### src/rtl/vga_frame_reader.sv
// -----------------------------------------------------------------------------
// vga_frame_reader
//
// Read-side master for the 12-bit graphics frame memory. Generates VGA raster
// timing (640x480@60 Hz by default) from the system clock and streams the
// frame linearly out of the memory's synchronous read port. The memory read
// latency is absorbed inside the pixel period, so each returned pixel is
// registered together with its hsync/vsync/video_on.
//
// Ports
//   clk          system clock (single domain)
//   reset        asynchronous, active-high; clears all state
//   ram_data     pixel returned by the frame memory (RD_LAT clk after ram_addr)
//   ram_addr     linear read address of the current raster position
//   ram_en       read enable, high during phases 0..RD_LAT of visible pixels
//   hsync        horizontal sync, active low
//   vsync        vertical sync, active low
//   video_on     output pixel lies in the visible area
//   rgb          pixel to the DAC; forced to 0 outside the visible area
//   frame_start  one-clk pulse when pixel (0,0) is presented
// -----------------------------------------------------------------------------
module vga_frame_reader #(
    parameter int CLK_DIV   = 4,
    parameter int RD_LAT    = 2,
    parameter int RAM_WIDTH = 12,
    parameter int ADDR_W    = 19,
    parameter int H_VIS     = 640,
    parameter int H_FP      = 16,
    parameter int H_SYNC    = 96,
    parameter int H_BP      = 48,
    parameter int V_VIS     = 480,
    parameter int V_FP      = 10,
    parameter int V_SYNC    = 2,
    parameter int V_BP      = 33
) (
    input  logic                 clk,
    input  logic                 reset,
    input  logic [RAM_WIDTH-1:0] ram_data,
    output logic [ADDR_W-1:0]    ram_addr,
    output logic                 ram_en,
    output logic                 hsync,
    output logic                 vsync,
    output logic                 video_on,
    output logic [RAM_WIDTH-1:0] rgb,
    output logic                 frame_start
);

    localparam int H_TOT = H_VIS + H_FP + H_SYNC + H_BP;
    localparam int V_TOT = V_VIS + V_FP + V_SYNC + V_BP;
    localparam int HW    = $clog2(H_TOT);
    localparam int VW    = $clog2(V_TOT);
    localparam int PW    = (CLK_DIV > 1) ? $clog2(CLK_DIV) : 1;

    localparam logic [PW-1:0] PH_LAST = PW'(CLK_DIV - 1);
    localparam logic [PW-1:0] PH_RD   = PW'(RD_LAT);

    localparam logic [HW-1:0] H_LAST = HW'(H_TOT - 1);
    localparam logic [HW-1:0] H_VISL = HW'(H_VIS);
    localparam logic [HW-1:0] HS_ON  = HW'(H_VIS + H_FP);
    localparam logic [HW-1:0] HS_OFF = HW'(H_VIS + H_FP + H_SYNC);

    localparam logic [VW-1:0] V_LAST = VW'(V_TOT - 1);
    localparam logic [VW-1:0] V_VISL = VW'(V_VIS);
    localparam logic [VW-1:0] VS_ON  = VW'(V_VIS + V_FP);
    localparam logic [VW-1:0] VS_OFF = VW'(V_VIS + V_FP + V_SYNC);

    logic [PW-1:0]        ph_q, ph_d;
    logic [HW-1:0]        h_q, h_d;
    logic [VW-1:0]        v_q, v_d;
    logic [ADDR_W-1:0]    addr_q, addr_d;
    logic                 hsync_q, hsync_d;
    logic                 vsync_q, vsync_d;
    logic                 von_q, von_d;
    logic [RAM_WIDTH-1:0] rgb_q, rgb_d;
    logic                 fs_q, fs_d;

    logic                 tick, load, visible, nxt_vis;
    logic [HW-1:0]        h_nxt;
    logic [VW-1:0]        v_nxt;

    always_comb begin
        tick    = (ph_q == PH_LAST);
        load    = (ph_q == PH_RD);
        visible = (h_q < H_VISL) && (v_q < V_VISL);

        // Raster position that follows the current one.
        h_nxt = (h_q == H_LAST) ? '0 : h_q + HW'(1);
        v_nxt = v_q;
        if (h_q == H_LAST) begin
            v_nxt = (v_q == V_LAST) ? '0 : v_q + VW'(1);
        end
        nxt_vis = (h_nxt < H_VISL) && (v_nxt < V_VISL);

        ph_d   = tick ? '0 : ph_q + PW'(1);
        h_d    = tick ? h_nxt : h_q;
        v_d    = tick ? v_nxt : v_q;

        // Incremental linear address: blanking simply holds, so (last,y) and
        // (0,y+1) come out as consecutive addresses without a multiplier.
        addr_d = addr_q;
        if (tick) begin
            if (h_nxt == '0 && v_nxt == '0) begin
                addr_d = '0;
            end else if (nxt_vis) begin
                addr_d = addr_q + ADDR_W'(1);
            end
        end

        // Output stage loads once per pixel, on the edge where the memory
        // data for the current address is valid.
        hsync_d = hsync_q;
        vsync_d = vsync_q;
        von_d   = von_q;
        rgb_d   = rgb_q;
        fs_d    = 1'b0;
        if (load) begin
            hsync_d = !((h_q >= HS_ON) && (h_q < HS_OFF));
            vsync_d = !((v_q >= VS_ON) && (v_q < VS_OFF));
            von_d   = visible;
            rgb_d   = visible ? ram_data : '0;
            fs_d    = (h_q == '0) && (v_q == '0);
        end
    end

    always_ff @(posedge clk or posedge reset) begin
        if (reset) begin
            ph_q    <= '0;
            h_q     <= '0;
            v_q     <= '0;
            addr_q  <= '0;
            hsync_q <= 1'b1;
            vsync_q <= 1'b1;
            von_q   <= 1'b0;
            rgb_q   <= '0;
            fs_q    <= 1'b0;
        end else begin
            ph_q    <= ph_d;
            h_q     <= h_d;
            v_q     <= v_d;
            addr_q  <= addr_d;
            hsync_q <= hsync_d;
            vsync_q <= vsync_d;
            von_q   <= von_d;
            rgb_q   <= rgb_d;
            fs_q    <= fs_d;
        end
    end

    // Combinational so the read of pixel (0,0) starts in the very first cycle
    // after release; reset gates it because (0,0) is itself visible.
    assign ram_en      = !reset && visible && (ph_q <= PH_RD);
    assign ram_addr    = addr_q;
    assign hsync       = hsync_q;
    assign vsync       = vsync_q;
    assign video_on    = von_q;
    assign rgb         = rgb_q;
    assign frame_start = fs_q;

endmodule

### config.mk
export PLATFORM = sky130hd
export DESIGN_NAME = vga_frame_reader
export DESIGN_NICKNAME = d
export VERILOG_FILES = /design/src/rtl/vga_frame_reader.sv
export SDC_FILE = /design/constraint.sdc
export NUM_CORES = 1
export LEC_CHECK = 0
export BUFFER_PORTS_ARGS = -buffer_cell sky130_fd_sc_hd__buf_2
export CAP_MARGIN = 10
export CORE_ASPECT_RATIO = 1.2
export CORE_MARGIN = 1.5
export CORE_UTILIZATION = 30
export DETAILED_ROUTE_END_ITERATION = 6
export GPL_TIMING_DRIVEN = 0
export SLEW_MARGIN = 5
export SYNTH_ARGS = -nofsm -noshare
export SYNTH_HDL_FRONTEND = slang
export SYNTH_SLANG_ARGS = --single-unit
### constraint.sdc
create_clock -name clk -period 5.1 [get_ports clk]
set_clock_uncertainty 0.2 [all_clocks]
set_input_delay 1.02 -clock clk [delete_from_list [all_inputs] [get_ports clk]]
set_output_delay 1.02 -clock clk [all_outputs]
set_load 0.01 [all_outputs]
==> flow_summary_export.csv, run 1 <==
group,metric,value,unit
yosys,yosysMostFrequentCell,"dfrtp_1",
power,leakagePower,1.72,nW
floorplanning,start_util,0.307,
timing,drv_slew,0,
clock_network,cts_resized,0,
floorplanning,die_w,99.7,um
yosys,seq_area_frac_synth,0.424,
clock_network,cts_hold_buf,0,
placed_design,post-place-ws,1400,ps
detailed_routing,viasPerCell,5.44,
global_routing,grt_pass1_wl,13500,um
cells_and_area,multiInputGateArea,1750,um^2
global_routing,grt_max_degree,40,
timing,finalHoldViolCount,0,
yosys,synth_seq_cells,57,
timing,post-route-min-period,3680,ps
global_routing,first_global_vias,2748,
detailed_routing,routedWlPerCell,15.1,um
detailed_routing,vias,2968,
timing,worstMarginPinSlew,599,ps
clock_network,cts_setup_buffers,0,
critical_path,worst_setup_path_start_kind,"flip-flop",
critical_path,worstPathMaxFanout,10,
timing,tns,0,ps
yosys,synth_top_cell_by_area,"dfrtp_1",
detailed_routing,first_pass_iters,4,
cells_and_area,fillCellCount,1083,
min_path,min_from,"ph_q[0]$_DFF_PP0_",
detailed_routing,drt-total-wl,8250,um
clock_network,clk_pin_slew_worst_paths,50,ps
critical_path,reg2reg_from,"h_q[1]$_DFFE_PP0P_",
timing,whs,246,ps
job,max_cap_viol_count,0,
floorplanning,coreArea,11000,um^2
power,power-per-cell-area,279,nW/um^2
yosys,synth_area,3370,um^2
yosys,synth_edf_count,0,
clock_network,cts_tree,"yes",
yosys,syn_inst,349,
critical_path,crit_type,"flip-flop to flip-flop",
clock_network,cts_buffers,9,
floorplanning,std_cell_rows,42,
detailed_routing,ant_nets,0,
cells_and_area,drive_gt1_frac,0.234,
cells_and_area,diodes,0,
detailed_routing,drc,0,
timing,fmax,272,MHz
clock_network,htree_levels,3,
cells_and_area,regArea,1430,um^2
yosys,ys.flop_type,"dfrtp_1",
timing,setup_slack,1420,ps
placed_design,io_buffer_count,49,
placed_design,dp_hpwl,5970,um
critical_path,endpoint_kind,"flip-flop",
timing,rsz0062_at_grt,"false",
yosys,postSynth.asyncResetShare,1.00,
critical_path,reg2reg_depth,11,
timing,final.period_utilization,0.722,
yosys,synth_area_per_cell,9.65,um^2
critical_path,crit_required,5100,ps
clock_network,cts.sinks,57,
yosys,synth.distinct_cells,57,
floorplanning,fp.dieH,119,um
yosys,synthTopCellsByArea,"dfrtp_1 41%, nand2_1 5.0%, o31ai_4 4.4%",
critical_path,worstPathArrival,3680,ps
critical_path,ff2ff_setup_slack,1420,ps
global_routing,antenna_found_initial,0,
clock_network,clk_path_buf_depth,2,
global_routing,gr-usage-all-layers,0.145,
global_routing,overflow,0,
timing,maxSlewHeadroom,0.597,
critical_path,crit_start,"h_q[1]$_DFFE_PP0P_",
critical_path,worstReg2RegEnd,"ram_addr[12]$_DFFE_PP0P_",
yosys,synth_nets,371,
yosys,synth_warnings,0,
critical_path,critPathCapture,"ram_addr[12]$_DFFE_PP0P_",
floorplanning,io_pins,50,
yosys,synth_top_area_share,0.409,
detailed_routing,drt_iter0_markers,147,
cells_and_area,final_nets,432,
cells_and_area,area_growth,22.6,%
clock_network,clockRootBuffer,"clkbuf_16",
run_status,status,"finished, final reports clean",
floorplanning,dieArea,11900,um^2
power,peakVddDrop,92.8,uV
clock_network,insertion_delay,330,ps
min_path,hp-class,"flip-flop to flip-flop",
yosys,yosys-top-cells-count,"55 x dfrtp_1, 45 x nand2_1, 26 x o21ai_0",
timing,setup_viol,0,
placed_design,gp_congestion,0.873,
[state kept, by name, indices dropped and copies added (netlist names)]
name	flops
h_q	10
hsync	1
rgb	12
ram_addr	19
frame_start	1
v_q	10
ph_q	2
video_on	1
vsync	1
[critical path, stage by stage (launching register included)]
cell and delay (ps):
dfrtp_1 470, ha_1 320, and3_1 180, buf_2 180, and3_1 170, clkbuf_1 350, a41o_1 250, a31oi_1 130
nor4_1 520, buf_2 350, a2bb2oi_1 320, o31ai_4 110
[cell families after synthesis]
kind of cell / synth area share
flip-flops: 0.424
adder cells (fa/ha/maj): 0.0297
multiplexers: 0.0126
AND/OR/NAND/NOR: 0.219
AO/OA/AOI/OAI: 0.229
XOR/XNOR: 0.0286
buffers and inverters: 0.0568
[per-stage QoR]
step | area [um^2] | total power, W | std cells | util
after floorplan | 3370 | 0.000482 | 349 | -
after global placement | 3780 | 0.000496 | 530 | 0.344
after detailed placement | 3800 | 0.000498 | 531 | 0.346
after CTS | 4130 | 0.00117 | 546 | 0.376
after global routing | 4130 | 0.00119 | 546 | 0.376
final | 4130 | 0.00115 | 546 | 0.376
[cell usage in the layout, fill, tap and decap left out, types with 5 or more instances in the layout]
master	instances
clkbuf_16	9
inv_1	13
xnor2_1	10
a31oi_1	5
nand2_1	45
nand3_1	19
or3_1	5
clkbuf_1	14
ha_1	8
and3_1	6
nor4_1	8
o31ai_4	7
a2bb2oi_1	11
nand4_1	13
o31ai_1	7
buf_2	57
nor2_1	11
dfrtp_1	55
a22o_1	13
o21ai_0	26
[layer usage]
layer,track usage,routed length (um),up-vias
met1,0.185,3640,1425
met5,0,0,-
met2,0.226,3880,98
met4,0.0704,254,0
met3,0.0381,466,22
li1,-,-,1423
[how the worst min path moves through the flow]
stage,end,cells past startpoint,slack (ps)
after floorplan,ph_q[0]$_DFF_PP0_,1,220
after global placement,ph_q[0]$_DFF_PP0_,1,240
after detailed placement,ph_q[0]$_DFF_PP0_,1,250
after CTS,ph_q[0]$_DFF_PP0_,1,250
after global routing,vsync$_DFFE_PP1P_,2,290
final,ph_q[0]$_DFF_PP0_,1,250
[where the power goes]
group           total, W  internal (W)  switching (W)
combinational  0.0000291     0.0000127      0.0000163
sequential      0.000460      0.000458     0.00000237
clock           0.000664      0.000464       0.000200
total            0.00115      0.000935       0.000218
[final cells by class]
class	count	area share
Sequential cell	57	0.346
Timing Repair Buffer	50	0.0642
Tap cell	132	0.0400
Clock inverter	2	0.0145
Multi-Input combinational cell	253	0.423
Inverter	14	0.0127
Buffer	25	0.0336
Clock buffer	13	0.0655
Power figures use the tool's default switching activity.
==> run 2, diff against run 1 <==
Clock period 5.1 ns to 3 ns, I/O delays scaled along.
==> flow_summary_export.csv, run 2 (synthesis results as in run 1) <==
group,metric,value,unit
detailed_routing,drt_iter0_markers,173,
clock_network,clk_pin_slew_worst_paths,50,ps
placed_design,io_buffer_count,49,
placed_design,dp_hpwl,5970,um
placed_design,gp_congestion,0.873,
clock_network,clk_path_buf_depth,2,
detailed_routing,routedWlPerCell,15.9,um
global_routing,grt_max_degree,40,
timing,tns,-381,ps
clock_network,cts.sinks,57,
floorplanning,die_w,99.7,um
global_routing,overflow,0,
critical_path,crit_required,3010,ps
timing,final.period_utilization,1.02,
clock_network,htree_levels,3,
cells_and_area,final_common_cell,"buf_2",
detailed_routing,drc,0,
timing,setup_viol,10,
timing,maxSlewHeadroom,0.654,
min_path,hp-class,"input pin to async pin",
detailed_routing,drt-total-wl,9000,um
run_status,status,"finished with violations",
power,leakagePower,1.90,nW
clock_network,clockRootBuffer,"clkbuf_16",
timing,post-route-min-period,3060,ps
detailed_routing,first_pass_iters,4,
timing,rsz0062_at_grt,"true",
timing,worstMarginPinSlew,519,ps
cells_and_area,diodes,0,
floorplanning,coreArea,11000,um^2
global_routing,grt_pass1_wl,14400,um
clock_network,cts_hold_buf,0,
power,power-per-cell-area,429,nW/um^2
timing,finalHoldViolCount,0,
timing,fmax,327,MHz
critical_path,endpoint_kind,"flip-flop",
cells_and_area,final_util,0.417,
job,max_cap_viol_count,0,
timing,drv_slew,0,
power,p_total,0.00196,W
critical_path,reg2reg_from,"v_q[1]$_DFFE_PP0P_",
power,peakVddDrop,149,uV
cells_and_area,final_cell_mix,"52 x buf_2, 50 x dfrtp_1, 45 x nand2_1, 25 x o21ai_0, 23 x buf_4",
detailed_routing,vias,3066,
floorplanning,std_cell_rows,42,
floorplanning,io_pins,50,
clock_network,insertion_delay,330,ps
clock_network,cts_buffers,9,
clock_network,cts_tree,"yes",
cells_and_area,drive_gt1_frac,0.357,
floorplanning,start_util,0.307,
floorplanning,dieArea,11900,um^2
cells_and_area,final_nets,452,
global_routing,gr-usage-all-layers,0.153,
detailed_routing,viasPerCell,5.42,
critical_path,worst_setup_path_start_kind,"flip-flop",
cells_and_area,area_growth,36.0,%
timing,setup_slack,-59.8,ps
critical_path,crit_type,"flip-flop to flip-flop",
critical_path,worstPathArrival,3070,ps
run_status,violations,"setup timing",
critical_path,crit_start,"v_q[1]$_DFFE_PP0P_",
global_routing,antenna_found_initial,0,
cells_and_area,largest_reg_flops,19,
timing,whs,78.3,ps
global_routing,first_global_vias,2914,
floorplanning,fp.dieH,119,um
critical_path,worstPathMaxFanout,5,
detailed_routing,ant_nets,0,
==> run 2: changes by cell type in the layout (fill, tap and decap cells not counted), moves of 5 or more <==
cell      change
buf_4        +22
dfrtp_2       +5
buf_2         -5
dfrtp_1       -5
clkbuf_1      -5
==> run 2: critical path, cell delays in order, from the launching register on <==
cell and delay (ps):
dfrtp_1 360, buf_6 110, nand4_1 180, buf_4 190
or4_4 550, o21ai_4 200, a31oi_4 130, or4_4 560
nand2b_4 140, buf_12 110, buf_12 120, o211ai_2 80
==> run 2: cell type report <==
class	instances	area, um^2
fillers	1056	6400
plain buffers	20	133
clock buffers	13	270
inverters	14	52.6
multi-input cells	253	1990
flip-flops and latches	57	1440
repair buffers	75	478
well taps	132	165
clock inverters	2	60.1
==> run 2: per-stage QoR <==
step | instances | area (um^2) | worst slack [ps]
after global routing | 566 | 4580 | -166
after CTS | 561 | 4450 | -57.6
after global placement | 530 | 3780 | -641
final | 566 | 4580 | -59.8
after detailed placement | 531 | 3800 | -697
after floorplan | 349 | 3370 | 0.382
==> run 2: report_power, final <==
group / total (W) / internal, W / leakage, nW / switching [W]
combinational: 0.0000496 / 0.0000216 / 1.01 / 0.0000280
sequential: 0.000783 / 0.000779 / 0.723 / 0.00000402
clock: 0.00113 / 0.000789 / 0.162 / 0.000343
total: 0.00196 / 0.00159 / 1.90 / 0.000375
==> run 2: final timing paths <==
check | endpoint | slack (ps) | cells after the start
worst max-delay path | ram_addr[10]$_DFFE_PP0P_ | -60 | 11
worst min-delay path | h_q[3]$_DFFE_PP0P_ | 80 | 2
worst max register to register | ram_addr[10]$_DFFE_PP0P_ | -60 | 11
worst min register to register | ph_q[0]$_DFF_PP0_ | 250 | 1
max in group asynchronous | rgb[6]$_DFFE_PP0P_ | 1960 | 3
min in group clk | ph_q[0]$_DFF_PP0_ | 250 | 1
==> run 2: per-layer routing <==
metal / global-route usage / routed length, um / vias up
li1: - / - / 1466
met1: 0.190 / 3850 / 1479
met4: 0.0687 / 214 / 0
met3: 0.0399 / 508 / 19
met5: 0 / 0 / -
met2: 0.250 / 4430 / 102
==> run 2: repair_timing <==
action	in CTS	in global routing
setup buffers	16	9
gates resized for setup	38	28
cloned	1	0
pin swaps	16	18
endpoints found under the setup margin	19	19
